[src/rtl/alu_rs_unit.sv]
// Integer ALU functional unit: NUM_RS reservation stations, one multi-cycle ALU and a result buffer on the CDB.
// Define ALU_RS_SLT_EN to make opcode 010 a legal signed set-less-than.
module alu_rs_unit #(
    parameter int DATA_W   = 32,
    parameter int TAG_W    = 6,
    parameter int NUM_RS   = 3,
    parameter int BASE_TAG = 1,
    parameter int EXEC_LAT = 2
) (
    input  logic              clock,
    input  logic              reset_n,
    input  logic              issue,
    input  logic [2:0]        opcode,
    input  logic [DATA_W-1:0] A,
    input  logic [DATA_W-1:0] B,
    input  logic              A_invalid,
    input  logic              B_invalid,
    output logic              available,
    output logic [TAG_W-1:0]  RS_available,
    output logic [TAG_W-1:0]  issued,
    output logic              error,
    input  logic              cdb_valid,
    input  logic [TAG_W-1:0]  cdb_tag,
    input  logic [DATA_W-1:0] cdb_data,
    output logic              CDB_rts,
    output logic [TAG_W-1:0]  CDB_source,
    output logic [DATA_W-1:0] CDB_data,
    input  logic              CDB_xmit,
    output logic [TAG_W-1:0]  RS_executing
);

    localparam int IDX_W = (NUM_RS > 1) ? $clog2(NUM_RS) : 1;
    localparam int CNT_W = (EXEC_LAT > 1) ? $clog2(EXEC_LAT) : 1;

    typedef enum logic [1:0] {IDLE, EXEC, WAIT} state_t;

    logic [NUM_RS-1:0] busy;
    logic [NUM_RS-1:0] dispatched;
    logic [NUM_RS-1:0] ready;
    logic [2:0]        op_rs [NUM_RS];
    logic [DATA_W-1:0] vj [NUM_RS];
    logic [DATA_W-1:0] vk [NUM_RS];
    logic [TAG_W-1:0]  qj [NUM_RS];
    logic [TAG_W-1:0]  qk [NUM_RS];

    state_t            state;
    logic [CNT_W-1:0]  cnt;
    logic [IDX_W-1:0]  rr_ptr;
    logic [IDX_W-1:0]  exec_idx;
    logic [2:0]        op_p1;
    logic [DATA_W-1:0] vj_p1;
    logic [DATA_W-1:0] vk_p1;

    logic              free_found;
    logic [IDX_W-1:0]  free_idx;
    logic              pick_found;
    logic [IDX_W-1:0]  pick_idx;
    logic [IDX_W-1:0]  cand;
    logic [IDX_W-1:0]  rr_next;
    logic              legal;

    function automatic logic [TAG_W-1:0] rs_tag(input logic [IDX_W-1:0] idx);
        return TAG_W'(BASE_TAG) + TAG_W'(idx);
    endfunction

    function automatic logic op_legal(input logic [2:0] op);
        logic ok;
        case (op)
            3'b000, 3'b001, 3'b100, 3'b101, 3'b110, 3'b111: ok = 1'b1;
`ifdef ALU_RS_SLT_EN
            3'b010: ok = 1'b1;
`endif
            default: ok = 1'b0;
        endcase
        return ok;
    endfunction

    function automatic logic [DATA_W-1:0] alu_calc(input logic [2:0] op,
                                                   input logic [DATA_W-1:0] a,
                                                   input logic [DATA_W-1:0] b);
        logic [DATA_W-1:0] r;
        case (op)
            3'b000: r = a + b;
            3'b001: r = a - b;
            3'b100: r = a | b;
            3'b101: r = a & b;
            3'b110: r = ~a;
            3'b111: r = a ^ b;
`ifdef ALU_RS_SLT_EN
            3'b010: r = {{(DATA_W-1){1'b0}}, ($signed(a) < $signed(b))};
`endif
            default: r = '0;
        endcase
        return r;
    endfunction

    assign legal = op_legal(opcode);

    // Lowest free station; loop runs downward so the smallest index wins.
    always_comb begin
        free_found = 1'b0;
        free_idx   = '0;
        for (int i = NUM_RS - 1; i >= 0; i--) begin
            if (!busy[i]) begin
                free_found = 1'b1;
                free_idx   = IDX_W'(i);
            end
        end
    end

    assign available    = free_found;
    assign RS_available = free_found ? rs_tag(free_idx) : '0;

    always_comb begin
        for (int i = 0; i < NUM_RS; i++) begin
            ready[i] = busy[i] && !dispatched[i] && (qj[i] == '0) && (qk[i] == '0);
        end
    end

    // Round-robin: first ready station at or after rr_ptr, wrapping at NUM_RS.
    always_comb begin
        pick_found = 1'b0;
        pick_idx   = '0;
        cand       = '0;
        for (int k = NUM_RS - 1; k >= 0; k--) begin
            cand = IDX_W'((int'(rr_ptr) + k) % NUM_RS);
            if (ready[cand]) begin
                pick_found = 1'b1;
                pick_idx   = cand;
            end
        end
    end

    assign rr_next = (pick_idx == IDX_W'(NUM_RS - 1)) ? '0 : pick_idx + 1'b1;

    always_ff @(posedge clock) begin
        if (!reset_n) begin
            busy         <= '0;
            dispatched   <= '0;
            for (int i = 0; i < NUM_RS; i++) begin
                op_rs[i] <= '0;
                vj[i]    <= '0;
                vk[i]    <= '0;
                qj[i]    <= '0;
                qk[i]    <= '0;
            end
            state        <= IDLE;
            cnt          <= '0;
            rr_ptr       <= '0;
            exec_idx     <= '0;
            op_p1        <= '0;
            vj_p1        <= '0;
            vk_p1        <= '0;
            issued       <= '0;
            error        <= 1'b0;
            CDB_rts      <= 1'b0;
            CDB_source   <= '0;
            CDB_data     <= '0;
            RS_executing <= '0;
        end else begin
            // CDB snoop: waiting operands of busy stations capture a matching broadcast.
            for (int i = 0; i < NUM_RS; i++) begin
                if (busy[i] && cdb_valid && (cdb_tag != '0)) begin
                    if (qj[i] == cdb_tag) begin
                        vj[i] <= cdb_data;
                        qj[i] <= '0;
                    end
                    if (qk[i] == cdb_tag) begin
                        vk[i] <= cdb_data;
                        qk[i] <= '0;
                    end
                end
            end

            issued <= '0;
            error  <= 1'b0;
            if (issue) begin
                if (legal && free_found) begin
                    busy[free_idx]       <= 1'b1;
                    dispatched[free_idx] <= 1'b0;
                    op_rs[free_idx]      <= opcode;
                    issued               <= rs_tag(free_idx);
                    vj[free_idx]         <= A;
                    qj[free_idx]         <= '0;
                    if (A_invalid) begin
                        if (cdb_valid && (cdb_tag != '0) && (cdb_tag == A[TAG_W-1:0])) begin
                            vj[free_idx] <= cdb_data;
                        end else begin
                            qj[free_idx] <= A[TAG_W-1:0];
                        end
                    end
                    vk[free_idx]         <= B;
                    qk[free_idx]         <= '0;
                    if (B_invalid && (opcode != 3'b110)) begin
                        if (cdb_valid && (cdb_tag != '0) && (cdb_tag == B[TAG_W-1:0])) begin
                            vk[free_idx] <= cdb_data;
                        end else begin
                            qk[free_idx] <= B[TAG_W-1:0];
                        end
                    end
                end else begin
                    error <= 1'b1;
                end
            end

            // Dispatch -> execute -> hold result until the arbiter grants the bus.
            case (state)
                IDLE: begin
                    if (pick_found) begin
                        op_p1                <= op_rs[pick_idx];
                        vj_p1                <= vj[pick_idx];
                        vk_p1                <= vk[pick_idx];
                        cnt                  <= CNT_W'(EXEC_LAT - 1);
                        exec_idx             <= pick_idx;
                        dispatched[pick_idx] <= 1'b1;
                        RS_executing         <= rs_tag(pick_idx);
                        rr_ptr               <= rr_next;
                        state                <= EXEC;
                    end
                end
                EXEC: begin
                    if (cnt != '0) begin
                        cnt <= cnt - 1'b1;
                    end else begin
                        CDB_data   <= alu_calc(op_p1, vj_p1, vk_p1);
                        CDB_source <= rs_tag(exec_idx);
                        CDB_rts    <= 1'b1;
                        state      <= WAIT;
                    end
                end
                WAIT: begin
                    if (CDB_xmit) begin
                        CDB_rts              <= 1'b0;
                        busy[exec_idx]       <= 1'b0;
                        dispatched[exec_idx] <= 1'b0;
                        RS_executing         <= '0;
                        state                <= IDLE;
                    end
                end
                default: state <= IDLE;
            endcase
        end
    end

endmodule

[config.mk]
export PLATFORM = sky130hd
export DESIGN_NAME = alu_rs_unit
export DESIGN_NICKNAME = d
export VERILOG_FILES = /design/src/rtl/alu_rs_unit.sv
export SDC_FILE = /design/constraint.sdc
export NUM_CORES = 1
export LEC_CHECK = 0
export ABC_AREA = 1
export ABC_CLOCK_PERIOD_IN_PS = 4600
export BUFFER_PORTS_ARGS = -buffer_cell sky130_fd_sc_hd__buf_2
export CORE_ASPECT_RATIO = 0.7
export CORE_MARGIN = 8
export CORE_UTILIZATION = 55
export CTS_CLUSTER_DIAMETER = 50
export DETAILED_ROUTE_END_ITERATION = 16
export PLACE_DENSITY = 0.74
export SLEW_MARGIN = 40
export SYNTH_ARGS = -nofsm -noshare
export SYNTH_HDL_FRONTEND = slang
export SYNTH_SLANG_ARGS = --single-unit
export TNS_END_PERCENT = 100
[constraint.sdc]
create_clock -name clock -period 4.6 [get_ports clock]
set_input_delay 0.46 -clock clock [delete_from_list [all_inputs] [get_ports clock]]
set_output_delay 0.46 -clock clock [all_outputs]
set_load 0.005 [all_outputs]
==> results by group, run 1 <==
Outcome
  • Outcome: complete, no violations

Timing
  • Final setup margin: 0.478 ns
  • Min Tclk post-route: 4.12 ns
  • Tcrit/Tclk final: 89.6%
  • Worst slew pin tran: 0.848 ns
  • Slew Limit Headroom: 43.4%
  • Setup_tns: 0 ns
  • Max Freq: 243 MHz
  • Final hold viol count: 0
  • RSZ-0062 raised after global routing: false
  • Worst Skew: 0.0182 ns
  • Final setup vio count: 0
  • Slew Viols, Final: 0

Global route
  • Most Crowded Layer GR: met2
  • Global-route wire length before repair: 125 mm
  • Met1 global-route usage: 44.1%
  • Grt ovf: 0
  • Initial antenna violation count: 2
  • GR Util met2: 48.3%
  • M3 GR Usage: 5.94%
  • Vias in the first global route: 21,800
  • Largest net degree at the start of global routing: 97
  • Global Route Usage Sum: 31.4%

Clock tree
  • Clock tree buffer depth: 3
  • CTS clock-pin slew for the worst setup and hold paths: 0.06 ns
  • CTS tree: built
  • Clock sinks: 360
  • H-tree depth: 2
  • CTS Buf Count: 40
  • Cts hold-fix bufs: 0
  • Clock root cell: clkbuf_16
  • Clock latency reported for the late side of the worst-skew pair: 0.56 ns

Critical path
  • Startpoint types: flip-flop
  • WP data arrival: 4.52 ns
  • R2R setup slack: 0.48 ns
  • Crit. End Element: flip-flop
  • Cells on worst reg2reg path: 23
  • Critical path required time: 5.00 ns
  • Critical path class: reg2reg
  • Worst-path maximum fanout: 5

Routing
  • Via count: 22,600
  • Routed Wire Length: 80.6 mm
  • Via-to-Cell Ratio: 5.85
  • Detailed Routing Iterations Pass 1: 6
  • ANT nets after route: 0
  • WL/cell: 20.9 um
  • Drt drc: 0
  • First DRT Iteration DRCs: 2,599

Power and ir drop
  • P_leak: 12.4 nW
  • Overall Power: 0.0134 W
  • VDD IR max: 0.396 mV
  • Power density over the cells: 513 nW/um2

Synth
  • Simple-gate share of the synthesized area: 28.1%
  • Part of the Yosys area used for sequential elements: 40.5%
  • Ys flop type: edfxtp_1
  • Compound-Gate Fraction of Synth Area: 13.9%
  • #FFs+latches synth: 360
  • Top-count cell post-synth: nand2_1
  • Multiplexer share of the synthesized area: 0%
  • Synth Area in XOR/XNOR: 1.74%
  • EDFF count, synth: 237
  • Yosys Warn Count: 0
  • Post-Synth Adder-Cell Area: 5.69%
  • Syn_area_per_cell: 7.39 um2
  • Synth top area share: 30.1%
  • Yosys cell types: 58
  • Top cells by area, synth: edfxtp_1 30%, nand2_1 16%, dfxtp_1 10%
  • Netlist Area Pre-Place: 23,600 um2
  • Post-Syn Instances: 3,198
  • Largest area contributor in the netlist: edfxtp_1
  • Post-synthesis async set-or-reset flop share: 0%
  • Largest family of logic cells by synthesized area: simple AND/OR/NAND/NOR gates
  • Top post-synthesis cells by count: 981 x nand2_1, 383 x inv_1, 260 x nand3_1

Min path
  • WHS Path Cells: 2
  • Hold crit path type: in2reg

Die
  • # rows: 63
  • Core Footprint: 42,400 um2
  • Boundary Pins: 171
  • Die width: 264 um
  • Initial core utilization: 55.7%
  • Die H: 189 um
  • Die ar.: 50,000 um2

Place
  • Port bufs: 157
  • Place WS: 0.566 ns
  • Placed Area: 24,700 um2
  • Post-DP HPWL: 55.7 mm
  • Routability cong.: 0.976

Layout
  • Finished Cell Area: 26,100 um2
  • Area delta synth->final: 10.4%
  • Multi-input logic area: 11,800 um2
  • Sequential cell area: 9580 um2
  • Final core occ: 61.6%
  • Fill count: 3,750
  • Layout cells sized above 1: 11.8%
  • Layout net count: 3,497

Job
  • Max Cap Viol: 0
cell families (layout without fill, tap and decap cells):
kind of cell,Yosys count,count (layout)
flops,360,360
fa+ha+maj,107,107
buf+inv,578,676
xor+xnor,47,47
compound gates,540,540
other cells,1,15
simple gates,1565,1565
metal layers:
metal / up-vias / part of all wire, %
met4: 2 / 3.3
li1: 10600 / -
met2: 1250 / 43
met3: 170 / 11
met5: - / 0.016
met1: 10500 / 43
through the flow:
step	hold WS, ns	std cells
finish	0.187	3862
global route	0.180	3861
CTS	0.167	3860
detailed placement	0.450	3787
global placement	0.447	3785
floorplan	0.443	3211
what timing repair did:
action	4_1_cts	5_1_grt
resized for setup	0	1
buffers inserted	0	0
endpoints found under the setup margin	0	2
placed cells by master, fill, tap and decap left out, types with 106 or more instances in the layout:
master    instances
dfxtp_1         123
a21oi_1         184
edfxtp_1        237
inv_1           383
o21ai_0         116
nand3_1         260
buf_2           158
nand2_1         980
ha_1            106
nor2_1          187
critical path, cell delays in order, from the launching register on:
cell and delay, ns:
dfxtp_1 0.34, inv_1 0.14, ha_1 0.19, nand3_1 0.12, nor3_2 0.18, nand4_1 0.25, nor2_1 0.33, inv_1 0.18
nor4_1 0.33, nor2_1 0.09, nor2_1 0.11, nor2_1 0.05, ha_1 0.40, nand2_1 0.10, nor3_1 0.38, and2_1 0.22
and3_1 0.16, nand2_1 0.05, nand2_1 0.07, nand2_1 0.04, nand3_1 0.08, nand2_1 0.05, nand2_1 0.05, a21oi_1 0.06
flip-flops by register name (all words and copies together) (netlist names), 9 cells and up:
signal / cells
vj: 96
op_rs: 9
vj_p1: 32
CDB_data: 32
qk: 18
vk: 96
vk_p1: 32
qj: 18
worst paths after layout:
path,startpoint,end
setup / recovery,vk_p1[0],CDB_data[31]
hold / removal,issue,error
setup reg to reg,vk_p1[0],CDB_data[31]
hold reg to reg,CDB_rts,CDB_rts
cell type report:
type	count	share of cell area [%]
inverters	402	5.79
diodes	1	0.00958
well taps	552	2.65
clock inverters	24	1.03
flip-flops and latches	360	36.7
repair buffers	201	4.56
clock buffers	49	4.08
multi-input cells	2273	45.2
power by group:
part / switching, W / internal (W) / leakage [nW] / total [W]
sequential: 0.000340 / 0.00386 / 3.47 / 0.00420
combinational: 0.00411 / 0.00175 / 8.23 / 0.00586
clock: 0.00143 / 0.00190 / 0.655 / 0.00333
total: 0.00588 / 0.00751 / 12.4 / 0.0134
Note: power is estimated with default switching activity, not from simulation.
==> run 2: changes to the inputs <==
ABC_CLOCK_PERIOD_IN_PS = 3510   (was 4600)
CORE_UTILIZATION = 28   (was 55)
PLACE_DENSITY = not set   (was 0.74)
clock period = 3.51 ns   (was 4.6 ns; I/O delays follow)
==> results by group, run 2 (same netlist as run 1, synthesis figures left out) <==
Critical path
  • Crit. End Element: flip-flop
  • CP Depth: 23
  • Worst-path maximum fanout: 5
  • Buffers and inverters on the worst path: 3
  • Cells on worst reg2reg path: 23
  • Crit path top cell by count: nand2_1
  • WP data arrival: 3.80 ns
  • Slowest CP cell: ha_1
  • Critical path required time: 3.96 ns
  • Worst reg2reg path endpoint: CDB_data[29]
  • Slowest Stage Delay on Critical Path: 0.38 ns
  • End of the critical path: CDB_data[29]
  • R2R setup slack: 0.16 ns
  • Critical path class: reg2reg
  • CP top delay family: simple AND/OR/NAND/NOR gates
  • Worst-path cell chain: inv_2 > ha_4 > nand3_4 > nor3_4 > nand4_1 > nor2_2 > inv_2 > o31ai_4 > nand2_1 > xor2_1 > ha_1 > nand2_2 > buf_4 > nor2_4 > nand2_1 > nor3_2 > nand2_1 > nand2_1 > nand2_1 > nand3_1 > nand2_1 > nand2_1 > a21oi_1
  • Startpoint types: flip-flop
  • Reg-to-Reg Start: vk_p1[1]
  • Worst Setup SP: vk_p1[1]

Timing
  • RSZ-0062 raised after global routing: true
  • Min Tclk post-route: 3.35 ns
  • Final hold viol count: 0
  • Hold_ws: 0.0243 ns
  • Final setup vio count: 0
  • Worst Skew: 0.0301 ns
  • Worst slew pin tran: 0.873 ns
  • Tcrit/Tclk final: 95.5%
  • Max Freq: 298 MHz
  • Slew Limit Headroom: 41.8%
  • Slew Viols, Final: 0

Power and ir drop
  • P_leak: 13.0 nW
  • Power density over the cells: 673 nW/um2
  • VDD IR max: 0.425 mV
  • Overall Power: 0.0190 W

Die
  • Core Footprint: 84,000 um2
  • Die width: 363 um
  • Initial core utilization: 28.2%
  • # rows: 89
  • Die H: 259 um
  • Die ar.: 94,100 um2
  • Boundary Pins: 171

Place
  • Placed Area: 26,300 um2
  • Port bufs: 157
  • Placed instance count: 4,465
  • Post-DP HPWL: 61.4 mm
  • Routability cong.: 0.948

Routing
  • Drt drc: 0
  • Routed Wire Length: 86.0 mm
  • Via count: 22,400
  • Detailed Routing Iterations Pass 1: 5
  • First DRT Iteration DRCs: 2,124
  • ANT nets after route: 0
  • WL/cell: 18.9 um
  • Via-to-Cell Ratio: 4.92

Clock tree
  • CTS clock-pin slew for the worst setup and hold paths: 0.07 ns
  • H-tree depth: 2
  • CTS Buf Count: 44
  • Clock tree buffer depth: 3
  • Clock latency reported for the late side of the worst-skew pair: 0.60 ns
  • CTS tree: built
  • Clock sinks: 360
  • Clock root cell: clkbuf_16

Layout
  • Fill count: 8,919
  • Regs by FF count: vj x96, vk x96
  • Commonest non-fill, non-tap cell in the layout: nand2_1
  • Layout cells sized above 1: 17.2%
  • Commonest non-fill, non-tap cells in the layout: 963 x nand2_1, 377 x inv_1, 253 x nand3_1
  • Post-route insts no fill: 4,551
  • Finished Cell Area: 28,200 um2
  • N_diodes: 0
  • Area delta synth->final: 19.5%
  • Layout net count: 3,597

Global route
  • Global-route wire length before repair: 131 mm
  • Initial antenna violation count: 0
  • Largest net degree at the start of global routing: 97
  • Vias in the first global route: 21,500
  • Global Route Usage Sum: 17.8%
  • Grt ovf: 0

Min path
  • Hold crit path type: in2reg

Job
  • Max Cap Viol: 0

Outcome
  • Outcome: complete, no violations
==> run 2: cell count changes in the layout (fill, tap and decap cells not counted), sizes merged <==
cell,delta
clkinv,-5
bufinv,-2
clkinvlp,-1
diode,-1
clkbuf,+12
inv,+5
buf,+96
==> run 2: cell type report <==
type	count	area, um2	area share [%]
multi-input cells	2273	12200	43.3
inverters	402	1510	5.34
well taps	1137	1420	5.04
flip-flops and latches	360	9580	33.9
clock inverters	21	235	0.833
clock buffers	61	1210	4.30
repair buffers	297	2050	7.26
==> run 2: worst reg2reg max path, stage by stage (launching register included) <==
cell	delay (ns)
dfxtp_2	0.32
inv_2	0.07
ha_4	0.15
nand3_4	0.08
nor3_4	0.17
nand4_1	0.17
nor2_2	0.21
inv_2	0.11
o31ai_4	0.24
nand2_1	0.09
xor2_1	0.17
ha_1	0.38
nand2_2	0.09
buf_4	0.16
nor2_4	0.13
nand2_1	0.11
nor3_2	0.13
nand2_1	0.09
nand2_1	0.07
nand2_1	0.04
nand3_1	0.06
nand2_1	0.05
nand2_1	0.06
a21oi_1	0.06
==> run 2: worst min path at each step <==
| stage | start | endpoint | slack [ns] | cells after the start |
|---|---|---|---|---|
| after floorplan | dispatched[1] | dispatched[1] | 0.44 | 2 |
| after global placement | CDB_rts | CDB_rts | 0.45 | 2 |
| after detailed placement | CDB_data[17] | CDB_data[17] | 0.45 | 2 |
| after CTS | issue | error | 0.001 | 2 |
| after global routing | issue | error | 0.02 | 2 |
| final | issue | error | 0.02 | 2 |
==> run 2: timing repair <==
action,4_1_cts,5_1_grt
pin swaps,1,32
hold buffers,0,0
setup endpoints to repair,7,22
setup buffers,0,5
gates resized for setup,6,130
==> run 2: where the power goes <==
part	leakage [nW]	switching, W	internal, W
Combinational	8.82	0.00579	0.00310
Clock	0.709	0.00204	0.00263
Sequential	3.47	0.000404	0.00505
Total	13.0	0.00824	0.0108
==> run 2: stage by stage <==
stage	TNS (ns)	setup WS (ns)	utilization, %
finish	0	0.159	33.6
global route	-0.397	-0.0889	33.6
CTS	0	0.0321	33.1
detailed placement	-0.293	-0.119	31.3
global placement	-0.182	-0.0877	31.3
floorplan	0	0.433	-
==> run 2: metal layers <==
| metal | part of all wire (%) | GRT usage [%] | vias up |
|---|---|---|---|
| met1 | 46 | 25.0 | 10500 |
| met2 | 43 | 27.7 | 891 |
| met4 | 2.1 | 4.69 | 0 |
| li1 | - | - | 10800 |
| met3 | 8.7 | 3.89 | 119 |
| met5 | 0 | 0 | - |
